**src/rtl/hb_pkg.sv**
```systemverilog
// Shared definitions for the multi-channel halfband decimator: coefficient set,
// pair-count helper and FSM state encoding.
package hb_pkg;

  typedef enum logic [1:0] {
    IDLE = 2'd0,
    MAC  = 2'd1,
    OUT  = 2'd2
  } hb_state_e;

  // Number of symmetric non-zero coefficient pairs for an NTAPS = 4k+3 halfband.
  function automatic int hb_npair(input int ntaps);
    return (ntaps + 1) / 4;
  endfunction

  // Q15 halfband: h[0], h[2], ..., h[12], then the centre tap h[13].
  // Pair entries sum to 8192, so the full 27-tap response sums to 32768.
  localparam logic signed [15:0] HB27_COEF [0:7] = '{
    16'sd40, -16'sd120, 16'sd290, -16'sd600,
    16'sd1150, -16'sd2200, 16'sd9632, 16'sd16384
  };

endpackage

```
**src/rtl/hb_mac.sv**
```systemverilog
// Serial pre-add / multiply / accumulate datapath.
// Also produces the rounded (half up), saturated output sample.
module hb_mac #(
  parameter int DATA_W = 16,
  parameter int COEF_W = 16,
  parameter int ACC_W  = 36
) (
  input  logic                     clk,
  input  logic                     reset_n,
  input  logic                     clr_i,
  input  logic                     en_i,
  input  logic signed [DATA_W-1:0] a_i,
  input  logic signed [DATA_W-1:0] b_i,
  input  logic signed [COEF_W-1:0] coef_i,
  output logic signed [DATA_W-1:0] y_o
);

  localparam logic signed [ACC_W-1:0] HALF  = ACC_W'(64'sd1 <<< (COEF_W - 2));
  localparam logic signed [ACC_W-1:0] Y_MAX = ACC_W'((64'sd1 <<< (DATA_W - 1)) - 64'sd1);
  localparam logic signed [ACC_W-1:0] Y_MIN = ~Y_MAX;

  logic signed [DATA_W:0]        pre_s;
  logic signed [DATA_W+COEF_W:0] prod_s;
  logic signed [ACC_W-1:0]       acc_q, acc_d;
  logic signed [ACC_W-1:0]       rnd_s, shr_s;

  always_comb begin
    pre_s  = {a_i[DATA_W-1], a_i} + {b_i[DATA_W-1], b_i};
    prod_s = pre_s * coef_i;
    if (clr_i) begin
      acc_d = '0;
    end else if (en_i) begin
      acc_d = acc_q + ACC_W'(prod_s);
    end else begin
      acc_d = acc_q;
    end
  end

  always_ff @(posedge clk or negedge reset_n) begin
    if (!reset_n) begin
      acc_q <= '0;
    end else begin
      acc_q <= acc_d;
    end
  end

  always_comb begin
    rnd_s = acc_q + HALF;
    shr_s = rnd_s >>> (COEF_W - 1);
    if (shr_s > Y_MAX) begin
      y_o = Y_MAX[DATA_W-1:0];
    end else if (shr_s < Y_MIN) begin
      y_o = Y_MIN[DATA_W-1:0];
    end else begin
      y_o = shr_s[DATA_W-1:0];
    end
  end

endmodule

```
**src/rtl/hb_decim_mc.sv**
```systemverilog
// Multi-channel halfband decimate-by-2 filter with one shared serial MAC.
// Holds per-channel delay lines and sample counters, the control FSM and the output registers.
module hb_decim_mc
  import hb_pkg::*;
#(
  parameter int DATA_W = 16,
  parameter int COEF_W = 16,
  parameter int NTAPS  = 27,
  parameter int NCH    = 2,
  parameter logic signed [COEF_W-1:0] COEF [0:hb_npair(NTAPS)] = HB27_COEF,
  localparam int CH_W  = (NCH > 1) ? $clog2(NCH) : 1
) (
  input  logic                     clk,
  input  logic                     reset_n,
  input  logic                     bypass,
  input  logic signed [DATA_W-1:0] x_in,
  input  logic [CH_W-1:0]          x_in_ch,
  input  logic                     x_in_valid,
  output logic                     x_in_ready,
  output logic signed [DATA_W-1:0] y_out,
  output logic [CH_W-1:0]          y_out_ch,
  output logic                     y_out_valid
);

  localparam int NPAIR = hb_npair(NTAPS);
  localparam int CNT_W = $clog2(NPAIR + 1);
  localparam int N_W   = $clog2(NTAPS + 2);
  localparam int ACC_W = DATA_W + COEF_W + 1 + $clog2(NPAIR + 1);
  localparam logic [N_W-1:0]   N_MAX  = N_W'(NTAPS + 1);
  localparam logic [N_W-1:0]   N_FULL = N_W'(NTAPS);
  localparam logic [CNT_W-1:0] J_LAST = CNT_W'(NPAIR);

  if (NTAPS % 4 != 3) begin : g_bad_ntaps
    $error("hb_decim_mc: NTAPS must be of the form 4k+3");
  end
  if (NCH < 1) begin : g_bad_nch
    $error("hb_decim_mc: NCH must be at least 1");
  end

  hb_state_e               state_q, state_d;
  logic [CNT_W-1:0]        j_q, j_d;
  logic [CH_W-1:0]         cur_ch_q, cur_ch_d;
  logic signed [DATA_W-1:0] line_q [NCH][NTAPS];
  logic [N_W-1:0]          n_q [NCH];
  logic [NCH-1:0]          par_q;
  logic                    ready_q, ready_d;
  logic signed [DATA_W-1:0] y_q, y_d;
  logic [CH_W-1:0]         y_ch_q, y_ch_d;
  logic                    y_v_q, y_v_d;

  logic                    ch_ok_s, accept_s, fire_s;
  logic [N_W-1:0]          sel_n_s, n_inc_s;
  logic                    sel_par_s, par_inc_s;
  logic                    mac_clr_s, mac_en_s;
  logic signed [DATA_W-1:0] op_a_s, op_b_s, mac_y_s;
  logic signed [COEF_W-1:0] coef_s;

  // Counter state of the addressed channel and the output decision for this accept.
  always_comb begin
    sel_n_s   = '0;
    sel_par_s = 1'b0;
    for (int c = 0; c < NCH; c++) begin
      if (c == int'(x_in_ch)) begin
        sel_n_s   = n_q[c];
        sel_par_s = par_q[c];
      end
    end
    ch_ok_s   = int'(x_in_ch) < NCH;
    accept_s  = x_in_valid && ready_q && ch_ok_s;
    n_inc_s   = (sel_n_s == N_MAX) ? N_MAX : sel_n_s + N_W'(1);
    par_inc_s = ~sel_par_s;
    fire_s    = accept_s && !bypass && !par_inc_s && (n_inc_s >= N_FULL);
  end

  always_ff @(posedge clk or negedge reset_n) begin
    if (!reset_n) begin
      for (int c = 0; c < NCH; c++) begin
        n_q[c] <= '0;
        for (int k = 0; k < NTAPS; k++) begin
          line_q[c][k] <= '0;
        end
      end
      par_q <= '0;
    end else if (accept_s) begin
      for (int c = 0; c < NCH; c++) begin
        if (c == int'(x_in_ch)) begin
          line_q[c][0] <= x_in;
          for (int k = 1; k < NTAPS; k++) begin
            line_q[c][k] <= line_q[c][k-1];
          end
          n_q[c]   <= n_inc_s;
          par_q[c] <= par_inc_s;
        end
      end
    end
  end

  // Pair step j uses taps 2j and NTAPS-1-2j; the final step uses the centre tap alone.
  always_comb begin
    op_a_s = '0;
    op_b_s = '0;
    coef_s = '0;
    for (int c = 0; c < NCH; c++) begin
      if (c == int'(cur_ch_q)) begin
        for (int k = 0; k < NTAPS; k++) begin
          if (j_q == J_LAST) begin
            if (k == (NTAPS - 1) / 2) op_a_s = line_q[c][k];
          end else begin
            if (k == 2 * int'(j_q)) op_a_s = line_q[c][k];
            if (k == NTAPS - 1 - 2 * int'(j_q)) op_b_s = line_q[c][k];
          end
        end
      end
    end
    for (int p = 0; p <= NPAIR; p++) begin
      if (p == int'(j_q)) coef_s = COEF[p];
    end
  end

  hb_mac #(
    .DATA_W (DATA_W),
    .COEF_W (COEF_W),
    .ACC_W  (ACC_W)
  ) u_mac (
    .clk     (clk),
    .reset_n (reset_n),
    .clr_i   (mac_clr_s),
    .en_i    (mac_en_s),
    .a_i     (op_a_s),
    .b_i     (op_b_s),
    .coef_i  (coef_s),
    .y_o     (mac_y_s)
  );

  always_comb begin
    state_d   = state_q;
    j_d       = j_q;
    cur_ch_d  = cur_ch_q;
    mac_clr_s = 1'b0;
    mac_en_s  = 1'b0;
    y_d       = y_q;
    y_ch_d    = y_ch_q;
    y_v_d     = 1'b0;
    case (state_q)
      IDLE: begin
        if (fire_s) begin
          state_d   = MAC;
          j_d       = '0;
          cur_ch_d  = x_in_ch;
          mac_clr_s = 1'b1;
        end else if (accept_s && bypass) begin
          y_d    = x_in;
          y_ch_d = x_in_ch;
          y_v_d  = 1'b1;
        end
      end
      MAC: begin
        mac_en_s = 1'b1;
        if (j_q == J_LAST) begin
          state_d = OUT;
        end else begin
          j_d = j_q + CNT_W'(1);
        end
      end
      OUT: begin
        state_d = IDLE;
        y_d     = mac_y_s;
        y_ch_d  = cur_ch_q;
        y_v_d   = 1'b1;
      end
      default: state_d = IDLE;
    endcase
    ready_d = (state_d == IDLE);
  end

  always_ff @(posedge clk or negedge reset_n) begin
    if (!reset_n) begin
      state_q  <= IDLE;
      j_q      <= '0;
      cur_ch_q <= '0;
      ready_q  <= 1'b0;
      y_q      <= '0;
      y_ch_q   <= '0;
      y_v_q    <= 1'b0;
    end else begin
      state_q  <= state_d;
      j_q      <= j_d;
      cur_ch_q <= cur_ch_d;
      ready_q  <= ready_d;
      y_q      <= y_d;
      y_ch_q   <= y_ch_d;
      y_v_q    <= y_v_d;
    end
  end

  assign x_in_ready  = ready_q;
  assign y_out       = y_q;
  assign y_out_ch    = y_ch_q;
  assign y_out_valid = y_v_q;

endmodule

```
**config.mk**
```make
export PLATFORM = sky130hd
export DESIGN_NAME = hb_decim_mc
export DESIGN_NICKNAME = d
export VERILOG_FILES = /design/src/rtl/hb_pkg.sv /design/src/rtl/hb_mac.sv /design/src/rtl/hb_decim_mc.sv
export SDC_FILE = /design/constraint.sdc
export NUM_CORES = 2
export LEC_CHECK = 0
export CAP_MARGIN = 20
export CORE_MARGIN = 4
export CORE_UTILIZATION = 50
export DETAILED_ROUTE_END_ITERATION = 16
export PLACE_DENSITY = 0.74
export SYNTH_ARGS = -nofsm -noshare
export SYNTH_HDL_FRONTEND = slang
export SYNTH_SLANG_ARGS = --single-unit
```
**constraint.sdc**
```tcl
create_clock -name clk -period 31.8 [get_ports clk]
set_clock_uncertainty 0.05 [all_clocks]
set_input_delay 6.36 -clock clk [delete_from_list [all_inputs] [get_ports clk]]
set_output_delay 6.36 -clock clk [all_outputs]
set_load 0.02 [all_outputs]
```
==> results.py <==
metrics = {
    "critical_path": {
        "cp.required_ps": 32310,
        "slowest_delay_ps": 710,
        "end_kind": "flop",
        "cp_max_fo": 36,
        "rr_startpoint": "j_q[0]",
        "crit_type": "reg2reg",
        "worst-r2r-cell-count": 42,
        "rrSetupSlack_ps": 18640,
        "r2r-end": "u_mac.acc_q[32]",
        "cp.arrival_ps": 13670,
        "cp-start-kind": "flop",
        "startpoint": "j_q[0]",
        "crit_top_cell": "fa_1",
        "critPathSlowestCell": "fa_1",
    },
    "power": {
        "clockPowerShare": 0.323,
        "p_sw_mw": 1.30,
        "power-per-cell-area_nw_per_um2": 61.8,
        "switching_share": 0.354,
        "p_total_mw": 3.66,
        "p_comb_frac": 0.273,
        "p_leak_nw": 31.4,
        "intPower_mw": 2.36,
        "p_seq_frac": 0.404,
        "peakVddDrop_v": 0.0000548,
    },
    "route": {
        "wl_mm": 161,
        "drc_errors": 0,
        "vias": 45500,
        "firstDrtPassIters": 6,
        "drt-wirelength-per-cell_um": 20.4,
        "viasPerCell": 5.75,
        "ant_nets": 0,
        "drt_iter0_drc": 5070,
    },
    "sta": {
        "rsz0062_at_grt": "false",
        "hold_viol": 0,
        "slew_violations": 0,
        "min_period_over_period": 0.414,
        "fin_crit_ps": 13160,
        "relSlewSlack": 0.161,
        "fin_setup_tns_ps": 0,
        "setup_viol_count_final": 0,
        "tightestPinTransition_ps": 1260,
        "max_freq_mhz": 76.0,
    },
    "floorplan": {
        "core_area_um2": 108000,
        "die_w_um": 338,
        "row_count": 120,
        "initial_core_util": 0.506,
        "die_y_um": 338,
        "fp.dieArea_um2": 114000,
        "io_pins": 40,
    },
    "synth": {
        "syn_area_per_cell_um2": 8.27,
        "mappedNetlistArea_um2": 54500,
        "syn-instance-count": 6593,
        "synthArstFlopShare": 1.00,
        "synth-edff-count": 0,
        "yosysUniqueCellTypes": 83,
        "syn_nets": 7036,
        "synth_flop_cell": "dfrtp_1",
        "ys_warn_count": 0,
        "synth-seq-cells": 936,
        "synth-seq-area-share": 0.430,
    },
    "placed_design": {
        "place_congestion": 0.974,
        "hpwl_mm": 111,
        "port_buffers": 39,
    },
    "clock_tree": {
        "cts_root_buf": "clkbuf_16",
        "clock-sinks": 936,
        "cts.clk_slew.worst_paths_ps": 60,
        "cts.path.max_buffers": 3,
        "post_cts_buffers": 0,
        "cts_tree": "yes",
        "ctsResizeCount": 0,
        "cts_made_buffers": 97,
        "cts_htree_levels": 3,
        "clk_latency_ps": 710,
        "ctsHoldBuffers": 0,
    },
    "global_route": {
        "grt_pass1_vias": 44100,
        "grt_max_degree": 254,
        "grtUsageTotal": 0.277,
        "gr-total-overflow": 0,
        "antenna_found_initial": 2,
        "grt_pass1_wl_mm": 253,
    },
    "final_layout": {
        "syn2layout_area_growth_pct": 8.60,
        "nFillCells": 9650,
        "seqCellArea_um2": 23400,
        "nNetsFinal": 6864,
        "drive_gt1_frac": 0.0483,
        "multi_input_area_um2": 28200,
    },
    "worst_hold_path": {
        "hold_class": "reg2reg",
        "hp-start": "line_q[305]",
        "hold_depth": 2,
        "holdPathEnd": "line_q[289]",
    },
    "outcome": {
        "status": "finished, final reports clean",
    },
    "run": {
        "max-cap-violations": 0,
    },
}
-- per-stage QoR --
| stage | instance area [µm²] | setup WS [ps] | instances | hold WS, ps | util |
|---|---|---|---|---|---|
| final | 59200 | 18640 | 7903 | 407 | 0.550 |
| after global routing | 59200 | 18000 | 7901 | 417 | 0.550 |
| after CTS | 59200 | 18810 | 7899 | 410 | 0.550 |
| after detailed placement | 55900 | 18880 | 7723 | 398 | 0.519 |
| after global placement | 55900 | 19130 | 7722 | 392 | 0.519 |
| after floorplan | 54500 | 20940 | 6593 | 389 | - |
-- layer usage --
layer	vias up	wire length [µm]	global-route usage
met5	-	12	0
met4	2	7380	0.113
met3	459	16200	0.0763
met2	2103	70500	0.417
met1	22200	66800	0.382
li1	20700	-	-
-- area by class of cell --
| cell class | count | share of cell area |
|---|---|---|
| repair buffers | 125 | 0.0185 |
| clock buffers | 137 | 0.0471 |
| flip-flops and latches | 936 | 0.396 |
| multi-input cells | 4873 | 0.476 |
| diodes | 2 | 0.0000845 |
| well taps | 1403 | 0.0296 |
| inverters | 388 | 0.0246 |
| clock inverters | 39 | 0.00847 |
-- worst max path at each step --
stage	end	slack [ps]	cells after the start
3_5_place_dp	u_mac.acc_q[32]	18880	42
4_1_cts	u_mac.acc_q[32]	18810	42
3_3_place_gp	u_mac.acc_q[32]	19130	42
6_report	u_mac.acc_q[32]	18640	42
5_1_grt	u_mac.acc_q[34]	18000	42
2_1_floorplan	u_mac.acc_q[32]	20940	46
-- state kept, by name, summed over array words and instances (netlist names) --
name	flops
cur_ch_q	1
j_q	3
line_q	864
n_q	10
par_q	2
state_q	2
u_mac.acc_q	35
x_in_ready	1
y_out	16
y_out_ch	1
y_out_valid	1
-- critical path: cells and delay by family (launching register included) --
| kind | cells | cell delay (ps) |
|---|---|---|
| compound gates | 18 | 4410 |
| fa+ha+maj | 11 | 5410 |
| buf+inv | 8 | 1560 |
| flops | 1 | 570 |
| simple gates | 5 | 990 |
-- layout by cell type (no fill, tap or decap), drive strengths merged, types with 50 or more instances in the layout --
cell type and n:
nand2 2941, dfrtp 936, inv 391, fa 287, o21ai 214, a21oi 213
nor2 202, clkbuf 138, ha 135, a221oi 96, buf 86, a21o 73
nand2b 50
-- synth_stat cells (9+ instances only) --
library cell	count	area (µm²)
o211ai_1	23	173
a221o_1	16	160
o21ai_1	9	45.0
and3_1	39	244
fa_1	287	5750
o22ai_1	46	288
or3b_2	16	140
xor2_1	29	254
o21a_1	23	173
inv_1	386	1450
a31oi_1	28	175
ha_1	135	1690
a21oi_1	210	1050
nand3_1	28	140
dfrtp_1	936	23400
a22oi_1	31	233
buf_2	40	200
o41ai_1	17	149
and2_1	44	275
a211oi_1	22	165
nand2_1	2941	11000
nand2b_1	50	313
o221ai_1	32	280
or2_2	12	75.1
xnor2_1	44	385
or3_1	13	81.3
nor4_1	17	106
o21ai_0	205	1030
nor3_1	23	115
mux2i_1	21	210
clkbuf_1	320	1200
buf_1	29	109
nor2_1	201	754
a221oi_1	93	815
a21o_1	73	548
nor2b_1	38	238
o31ai_1	12	90.1
nand4_1	9	56.3
o22a_1	13	114
-- power groups by stage --
stage / logic [mW] / clock network, mW / registers [mW]
floorplan: 0.694 / 0 / 1.44
global placement: 0.952 / 0 / 1.49
detailed placement: 0.976 / 0 / 1.49
CTS: 0.981 / 1.20 / 1.47
global route: 1.11 / 1.25 / 1.49
finish: 0.997 / 1.18 / 1.48
-- kinds of logic (layout without fill, tap and decap cells) --
| kind of cell | count (synthesis) | count (layout) | share of synthesized area |
|---|---|---|---|
| XOR/XNOR | 73 | 73 | 0.0117 |
| buffers and inverters | 784 | 689 | 0.0554 |
| multiplexers | 26 | 26 | 0.00509 |
| adder cells (fa/ha/maj) | 422 | 422 | 0.136 |
| other | 0 | 2 | 0 |
| AO/OA/AOI/OAI | 903 | 903 | 0.110 |
| AND/OR/NAND/NOR | 3449 | 3449 | 0.252 |
| flip-flops | 936 | 936 | 0.430 |
(Power assumes the default switching activity.)
